### src/rtl/arb_mux_pkg.sv
// Shared definitions for the arbitrated output-register mux family.
//
// Contents:
//   ARB_FIXED / ARB_RR : arbitration mode encodings for the ARB_MODE parameter.
//   clog2()            : ceiling log2, usable in parameter expressions.
package arb_mux_pkg;

    localparam int unsigned ARB_FIXED = 0;
    localparam int unsigned ARB_RR    = 1;

    // Ceiling log2; clog2(0) and clog2(1) return 0.
    function automatic int unsigned clog2(input int unsigned n);
        int unsigned r;
        r = 0;
        while ((32'd1 << r) < n) begin
            r++;
        end
        return r;
    endfunction

endpackage

### src/rtl/arb_mux_grant.sv
// Combinational grant generator for arb_mux_reg.
//
// Ports:
//   in_valid    : per-channel request.
//   ptr         : round-robin start index (ignored when mode is 0).
//   mode        : 0 = fixed priority from index 0, 1 = round-robin from ptr.
//   lock_active : (ARB_MUX_LOCK_EN only) a channel holds the output.
//   lock_id     : (ARB_MUX_LOCK_EN only) index of the locking channel.
//   grant       : one-hot winner, or all zeros when nothing may win.
//
// Optional feature macro: ARB_MUX_LOCK_EN.
module arb_mux_grant #(
    parameter int unsigned NUM_IN = 2,
    parameter int unsigned SEL_W  = 1
) (
    input  logic [NUM_IN-1:0] in_valid,
    input  logic [SEL_W-1:0]  ptr,
    input  logic              mode,
`ifdef ARB_MUX_LOCK_EN
    input  logic              lock_active,
    input  logic [SEL_W-1:0]  lock_id,
`endif
    output logic [NUM_IN-1:0] grant
);

    int   base;
    logic found;

    // Scan [base, NUM_IN) first, then [0, base): the wrap-around search order.
    always_comb begin
        grant = '0;
        found = 1'b0;
        base  = mode ? int'(ptr) : 0;
        for (int i = 0; i < NUM_IN; i++) begin
            if (!found && (i >= base) && in_valid[i]) begin
                grant[i] = 1'b1;
                found    = 1'b1;
            end
        end
        for (int i = 0; i < NUM_IN; i++) begin
            if (!found && (i < base) && in_valid[i]) begin
                grant[i] = 1'b1;
                found    = 1'b1;
            end
        end
`ifdef ARB_MUX_LOCK_EN
        // A held lock overrides arbitration; nobody else may win even if the
        // lock owner is momentarily idle.
        if (lock_active) begin
            grant = '0;
            for (int i = 0; i < NUM_IN; i++) begin
                if (SEL_W'(i) == lock_id) begin
                    grant[i] = in_valid[i];
                end
            end
        end
`endif
    end

endmodule

### src/rtl/arb_mux_reg.sv
// N-channel valid/ready arbiter feeding a single registered output stage.
//
// Parameters:
//   WIDTH    : data width per channel.
//   NUM_IN   : number of producer channels (>= 1).
//   ARB_MODE : ARB_FIXED (lowest index wins) or ARB_RR (round-robin).
//
// Ports:
//   clock, reset_n : rising-edge clock, asynchronous active-low reset.
//   in_data        : channel i at bits [i*WIDTH +: WIDTH].
//   in_valid       : per-channel request.
//   in_ready       : per-channel accept (at most one bit high).
//   in_lock        : (ARB_MUX_LOCK_EN only) keep the grant after this transfer.
//   out_data       : registered winner data.
//   out_valid      : out_data holds an untaken word.
//   out_ready      : sink accepts.
//   out_src        : channel index that produced out_data.
//
// Optional feature macro: ARB_MUX_LOCK_EN.
module arb_mux_reg
    import arb_mux_pkg::*;
#(
    parameter  int unsigned WIDTH    = 16,
    parameter  int unsigned NUM_IN   = 2,
    parameter  int unsigned ARB_MODE = ARB_FIXED,
    localparam int unsigned SEL_W    = (clog2(NUM_IN) < 1) ? 1 : clog2(NUM_IN)
) (
    input  logic                    clock,
    input  logic                    reset_n,
    input  logic [NUM_IN*WIDTH-1:0] in_data,
    input  logic [NUM_IN-1:0]       in_valid,
    output logic [NUM_IN-1:0]       in_ready,
`ifdef ARB_MUX_LOCK_EN
    input  logic [NUM_IN-1:0]       in_lock,
`endif
    output logic [WIDTH-1:0]        out_data,
    output logic                    out_valid,
    input  logic                    out_ready,
    output logic [SEL_W-1:0]        out_src
);

    logic [WIDTH-1:0]  out_data_q;
    logic              out_valid_q;
    logic [SEL_W-1:0]  out_src_q;
    logic [SEL_W-1:0]  ptr_q;
    logic [SEL_W-1:0]  ptr_d;
    logic [NUM_IN-1:0] grant;
    logic              load_en;
    logic              xfer;
    logic [SEL_W-1:0]  win;
    logic [WIDTH-1:0]  win_data;
    logic              advance;

`ifdef ARB_MUX_LOCK_EN
    logic             lock_active_q;
    logic [SEL_W-1:0] lock_id_q;
    logic             win_lock;
`endif

    arb_mux_grant #(
        .NUM_IN (NUM_IN),
        .SEL_W  (SEL_W)
    ) u_grant (
        .in_valid    (in_valid),
        .ptr         (ptr_q),
        .mode        (ARB_MODE == ARB_RR),
`ifdef ARB_MUX_LOCK_EN
        .lock_active (lock_active_q),
        .lock_id     (lock_id_q),
`endif
        .grant       (grant)
    );

    assign load_en  = !out_valid_q || out_ready;
    // reset_n gates in_ready so no producer sees an accept while held in reset.
    assign in_ready = (load_en && reset_n) ? grant : '0;
    assign xfer     = |(in_valid & in_ready);

    // grant is one-hot, so OR-ing the selected fields yields the winner.
    always_comb begin
        win      = '0;
        win_data = '0;
        for (int i = 0; i < NUM_IN; i++) begin
            if (grant[i]) begin
                win      = win | SEL_W'(i);
                win_data = win_data | in_data[i*WIDTH +: WIDTH];
            end
        end
    end

`ifdef ARB_MUX_LOCK_EN
    assign win_lock = |(in_lock & grant);
    // The pointer only moves once a channel releases (or never takes) the lock.
    assign advance  = xfer && !win_lock;
`else
    assign advance  = xfer;
`endif

    assign ptr_d = (win == SEL_W'(NUM_IN - 1)) ? '0 : win + SEL_W'(1);

    always_ff @(posedge clock or negedge reset_n) begin
        if (!reset_n) begin
            out_data_q  <= '0;
            out_valid_q <= 1'b0;
            out_src_q   <= '0;
            ptr_q       <= '0;
        end else begin
            if (xfer) begin
                out_data_q  <= win_data;
                out_src_q   <= win;
                out_valid_q <= 1'b1;
            end else if (out_ready) begin
                out_valid_q <= 1'b0;
            end
            if (advance) begin
                ptr_q <= ptr_d;
            end
        end
    end

`ifdef ARB_MUX_LOCK_EN
    always_ff @(posedge clock or negedge reset_n) begin
        if (!reset_n) begin
            lock_active_q <= 1'b0;
            lock_id_q     <= '0;
        end else if (xfer) begin
            lock_active_q <= win_lock;
            if (win_lock) begin
                lock_id_q <= win;
            end
        end
    end
`endif

    assign out_data  = out_data_q;
    assign out_valid = out_valid_q;
    assign out_src   = out_src_q;

endmodule

### config.mk
export PLATFORM = sky130hd
export DESIGN_NAME = arb_mux_reg
export DESIGN_NICKNAME = d
export VERILOG_FILES = /design/src/rtl/arb_mux_pkg.sv /design/src/rtl/arb_mux_grant.sv /design/src/rtl/arb_mux_reg.sv
export SDC_FILE = /design/constraint.sdc
export NUM_CORES = 1
export LEC_CHECK = 0
export CORE_MARGIN = 2
export CORE_UTILIZATION = 38
export DETAILED_ROUTE_END_ITERATION = 6
export PLACE_DENSITY = 0.85
export SYNTH_ARGS = -nofsm -noshare
export SYNTH_HDL_FRONTEND = slang
export SYNTH_SLANG_ARGS = --single-unit
### constraint.sdc
create_clock -name clock -period 1.5 [get_ports clock]
set_input_delay 0.3 -clock clock [delete_from_list [all_inputs] [get_ports clock]]
set_output_delay 0.3 -clock clock [all_outputs]
set_load 0.01 [all_outputs]
==> results.json <==
{
  "clock_skew_ns": 0.00287,
  "synth_cells": 103,
  "fin_nets": 207,
  "final.min_clock_period_ns": 1.50,
  "synthesis.area_sq_um": 1050,
  "power.density_nw_per_um2": 899,
  "drtAntennaViolNets": 0,
  "drive_gt1_share_pct": 14.8,
  "total_power_w": 0.00156,
  "die_w_microns": 56.6,
  "worst_hold_slack_ns": 0.133,
  "clk_pin_slew_ns": 0.11,
  "status": "finished, violations left",
  "pwr-share-comb_pct": 38.0,
  "num_rows": 19,
  "grt_max_degree": 18,
  "slew_viol_final": 0,
  "cell_internal_pwr_w": 0.00107,
  "wire_per_inst_microns": 16.0,
  "p_clk_share_pct": 20.1,
  "antenna_found_initial": 0,
  "io_buffers": 56,
  "yosysSeqAreaShare_pct": 42.8,
  "final_cell_mix": "clkdlybuf4s50_1, dlygate4sd2_1, dfrtp_1",
  "cts_made_buffers": 3,
  "max_freq_ghz": 0.665,
  "avgSynthCellArea_sq_um": 10.2,
  "path_class": "flop to output pin",
  "root_buffer": "clkbuf_4",
  "vias": 1113,
  "fp.dieArea_sq_um": 3210,
  "cts_max_path_buffers": 2,
  "ff_latch_area_sq_um": 450,
  "hpwl_microns": 2340,
  "fin_util_pct": 64.5,
  "cp-end-kind": "output pin",
  "n_fill_cell": 233,
  "p_sw_share_pct": 31.0,
  "max-cap-violations": 0,
  "critPathRequiredTime_ns": 1.20,
  "min_period_over_period_pct": 100,
  "drtIter0Drc": 31,
  "worst-slew-pin-transition_ns": 0.265,
  "grt_pass1_wl_microns": 5160,
  "cp.arrival_ns": 1.20,
  "path_max_fanout": 2,
  "p_switching_w": 0.000483,
  "grt_usage_pct": 20.8,
  "setup_violations": 1,
  "pre_cts_ws_ns": -0.459,
  "core-area_sq_um": 2690,
  "max-slew-margin-rel_pct": 82.3,
  "cts_tree": "yes",
  "p_seq_share_pct": 41.9,
  "clk-insertion-delay-late_ns": 0.30,
  "synth_seq_cells": 18,
  "firstDrtPassIters": 4,
  "cts_sinks": 18,
  "ys_warn_count": 0,
  "p_leak_nw": 0.794,
  "htreeDepth": 1,
  "first_global_vias": 1099,
  "failed_checks": "negative setup slack",
  "grt-ovfl-total": 0,
  "ios": 57,
  "place_congestion": 0.703,
  "area_delta_synth_final_pct": 64.6,
  "routed_wl_microns": 3190,
  "die_y_microns": 56.6,
  "rsz0062_at_grt": "yes",
  "synth_fp_nets": 140,
  "max-vdd-ir-drop_mv": 0.700,
  "multi_input_area_sq_um": 480,
  "viasPerCell": 5.57,
  "yosysUniqueCellTypes": 18,
  "final_common_cell": "clkdlybuf4s50_1",
  "startpoint_type": "flop",
  "hold_violations": 0,
  "hold_class": "input pin to async pin",
  "antenna_cells": 0,
  "fin_ws_ns": -0.00341,
  "tns_ns": -0.00341,
  "route.detailed.drc": 0,
  "initial_core_util_pct": 39.2
}
[Yosys cell counts, drive strengths merged]
library cell / number / area (sq um)
and3b: 1 / 8.76
nand3: 1 / 5.00
a21oi: 1 / 5.00
or2: 1 / 6.26
nand2: 4 / 15.0
and3: 1 / 11.3
and2b: 1 / 7.51
nor2: 2 / 7.51
inv: 16 / 60.1
o32ai: 15 / 131
a221o: 16 / 160
buf: 9 / 66.3
nand2b: 16 / 108
dfrtp: 18 / 450
a32o: 1 / 10.0
[per-layer routing]
| layer | up-vias | GRT usage [%] | routed length, microns |
|---|---|---|---|
| met1 | 534 | 26.8 | 1330 |
| met4 | 0 | 6.12 | 31 |
| met3 | 4 | 4.84 | 233 |
| met2 | 54 | 34.6 | 1590 |
| li1 | 521 | - | - |
| met5 | - | 0 | 0 |
[flip-flops by register name, summed over array words and instances, names as in the netlist]
register,count
out_data,16
out_valid,1
out_src,1
[stage by stage]
step,instance area (sq um),std cells
after floorplan,1050,103
after global placement,1690,193
after detailed placement,1690,193
after CTS,1730,200
after global routing,1730,200
final,1730,200
[cell type report]
type	count	share of cell area, %
sequential	18	26.0
clock buffer	4	2.10
timing repair buffer	71	38.4
inverter	16	3.47
tap	31	2.24
multi-input combinational	60	27.7
[logic make-up (layout without fill, tap and decap cells)]
logic type	after synthesis	after routing	synth area share, %
flip-flops	18	18	42.8
AO/OA/AOI/OAI	33	33	29.1
buffers and inverters	25	91	12.0
AND/OR/NAND/NOR	27	27	16.1
[worst max-delay path: stages (launching register included)]
cell and delay (ns):
dfrtp_1 0.44, nand2b_4 0.09, buf_6 0.09, and3_4 0.18
buf_6 0.10
[power groups by stage]
| stage | clock, W | sequential [W] | combinational [W] |
|---|---|---|---|
| after floorplan | 0 | 0.000703 | 0.000221 |
| after global placement | 0 | 0.000663 | 0.000617 |
| after detailed placement | 0 | 0.000666 | 0.000634 |
| after CTS | 0.000311 | 0.000651 | 0.000593 |
| after global routing | 0.000346 | 0.000668 | 0.000643 |
| final | 0.000313 | 0.000653 | 0.000592 |
[path summary, 6_finish.rpt]
kind / depth (start not counted) / slack [ns] / start / end
min reg2reg: 2 / 0.54 / out_src$_DFFE_PN0P_ / out_src$_DFFE_PN0P_
min: 2 / 0.13 / reset_n / out_data[3]$_DFFE_PN0P_
min in group clock: 3 / 0.48 / reset_n / out_src$_DFFE_PN0P_
max: 4 / -0.003 / out_valid$_DFFE_PN0P_ / in_ready[0]
max reg2reg: 6 / 0.07 / out_valid$_DFFE_PN0P_ / out_data[11]$_DFFE_PN0P_
max in group asynchronous: 2 / 1.21 / reset_n / out_data[2]$_DFFE_PN0P_
[what timing repair did]
| item | CTS | global route |
|---|---|---|
| setup buffers | 3 | 0 |
| setup endpoints to repair | 35 | 5 |
| gates resized for setup | 32 | 3 |
| hold endpoints to repair | 0 | 0 |
| hold buffers | 0 | 0 |
Power figures use the tool's default switching activity.
==> RTL edit (config.mk and constraints unchanged) <==
Build with the macro `ARB_MUX_LOCK_EN` defined.
--- a/src/rtl/arb_mux_grant.sv
+++ b/src/rtl/arb_mux_grant.sv
@@ -10,4 +10,6 @@
 //
 // Optional feature macro: ARB_MUX_LOCK_EN.
+`define ARB_MUX_LOCK_EN
+
 module arb_mux_grant #(
     parameter int unsigned NUM_IN = 2,
Interface: changed (added in_lock); port bits go from 57 to 59. No check against the original RTL was run, so the function may have changed too.
==> RTL edit against the unedited design <==
Via count down 15%. Count of clock-buffer cells in the layout unchanged. Sequential cell count up 2. Area after synthesis down 4.8%. The flow still finishes with violations (negative setup slack). Routed wire length down 8.1%. Worst setup slack worse by 97 ps. Cell area down 3.9%.
Power is not compared: it rests on default switching activity, and its combinational part moved more than twofold at a synthesized area within 25%.
==> RTL edit: results (changes against the unedited design) <==
* Synth Net Count at 119 (was 140)
* Startpoint of the worst register-to-register path: lock_active_q (was out_valid)
* Area enclosed by the die boundary at 3060 um2 (was 3210 um2)
* R2r endpoint: out_data[1] (was out_data[11])
* Instance area at placement at 1640 um2 (was 1690 um2)
* Wire length per cell at 16.6 um (was 16.0 um)
* Compound-Gate Fraction of Synth Area at 37.5% (was 29.1%)
* Slowest stage delay, CP at 390 ps (was 440 ps)
* Most used standard cells in the synthesized netlist: 20 x sky130_fd_sc_hd__dfrtp_1, 16 x sky130_fd_sc_hd__o2bb2ai_1, 9 x sky130_fd_sc_hd__a22oi_2, 8 x sky130_fd_sc_hd__a22oi_1, 5 x sky130_fd_sc_hd__nand2_1 (was 18 x sky130_fd_sc_hd__dfrtp_1, 16 x sky130_fd_sc_hd__a221o_1, 16 x sky130_fd_sc_hd__inv_1, 15 x sky130_fd_sc_hd__nand2b_1, 15 x sky130_fd_sc_hd__o32ai_1)
* RePlAce Congestion at 0.771 (was 0.703)
* Number of combinational gates with multiple inputs at 53 (was 60)
* Origin of the worst setup path: lock_active_q (was out_valid)
* Register area share after synthesis at 49.9% (was 42.8%)
* Non-clock buffering overhead in the final layout at 38.2% (was 38.4%)
* Global-route wire length before repair at 4.57 mm (was 5.16 mm)
* Seq cells post-synth at 20 (was 18)
* Hold Slack at 351 ps (was 133 ps)
* Vias per Instance at 5.33 (was 5.57)
* Pin count of the biggest net entering global routing at 23 (was 18)
* Share of cell area taken by flip-flops and latches at 30.1% (was 26.0%)
* Final HPWL from detailed placement at 2.25 mm (was 2.34 mm)
* Non-clock buffer instance count of the final layout at 69 (was 71)
* Inverter count of the layout excluding clock inverters at 1 (was 16)
* Number of port buffers at 58 (was 56)
* Flop2flop setup slack at -50 ps (was 70 ps)
* Crit path to: in_ready[1] (was in_ready[0])
* Violated checks: negative setup slack (unchanged)
* Final cell utilization of the core at 67.2% (was 64.5%)
* Max Freq at 625 MHz (was 665 MHz)
* Minimum setup slack in the final design at -101 ps (was -3.41 ps)
* Layout clock area frac at 2.18% (was 2.10%)
* Distinct cells, synth at 21 (was 18)
* Status: finished with violations (unchanged)
* Main area contributors after synthesis: sky130_fd_sc_hd__dfrtp_1 50%, sky130_fd_sc_hd__o2bb2ai_1 14%, sky130_fd_sc_hd__a22oi_2 11% (was sky130_fd_sc_hd__dfrtp_1 43%, sky130_fd_sc_hd__a221o_1 15%, sky130_fd_sc_hd__o32ai_1 12%)
* Final setup violation count at 19 (was 1)
## RTL edit: cell count changes after synthesis, moves of 2 or more
cell                        before  now
sky130_fd_sc_hd__o21ai_0         0    2
sky130_fd_sc_hd__o2bb2ai_1       0   16
sky130_fd_sc_hd__o32ai_1        15    0
sky130_fd_sc_hd__a22oi_1         0    8
sky130_fd_sc_hd__nand2b_1       15    2
sky130_fd_sc_hd__buf_2           5    1
sky130_fd_sc_hd__a221o_1        16    0
sky130_fd_sc_hd__inv_1          16    1
sky130_fd_sc_hd__a22oi_2         0    9
sky130_fd_sc_hd__and2_1          0    3
sky130_fd_sc_hd__dfrtp_1        18   20
## RTL edit: routing by layer
layer | share of wire [%] | GRT usage [%] | vias up
met5 | 0 | 0 | -
met3 | 5.0 | 3.04 | 9
li1 | - | - | 447
met2 | 50 | 33.8 | 36
met4 | 3.1 | 9.76 | 0
met1 | 41 | 21.8 | 451
## RTL edit: metrics by stage
stage	setup WS, ps	std cells
2_1_floorplan	61.0	80
3_3_place_gp	-560	173
3_5_place_dp	-578	173
4_1_cts	-117	177
5_1_grt	-168	177
6_report	-101	177
## RTL edit: what timing repair did
action | CTS | global route
setup endpoints to repair | 37 | 19
gates resized for setup | 32 | 1
setup buffers | 0 | 0
pin swaps | 3 | 0
## RTL edit: worst register-to-register path, cell delays in order, from the launching register on
cell                        delay (ps)
sky130_fd_sc_hd__dfrtp_1           390
sky130_fd_sc_hd__or2_1             220
sky130_fd_sc_hd__a21boi_2          140
sky130_fd_sc_hd__buf_4             290
sky130_fd_sc_hd__o21ai_2            90
sky130_fd_sc_hd__buf_4             180
sky130_fd_sc_hd__o2bb2ai_1         140
## RTL edit: logic make-up after synthesis
logic type	after synthesis
AO/OA/AOI/OAI	41
flip-flops	20
AND/OR/NAND/NOR	12
buffers and inverters	7
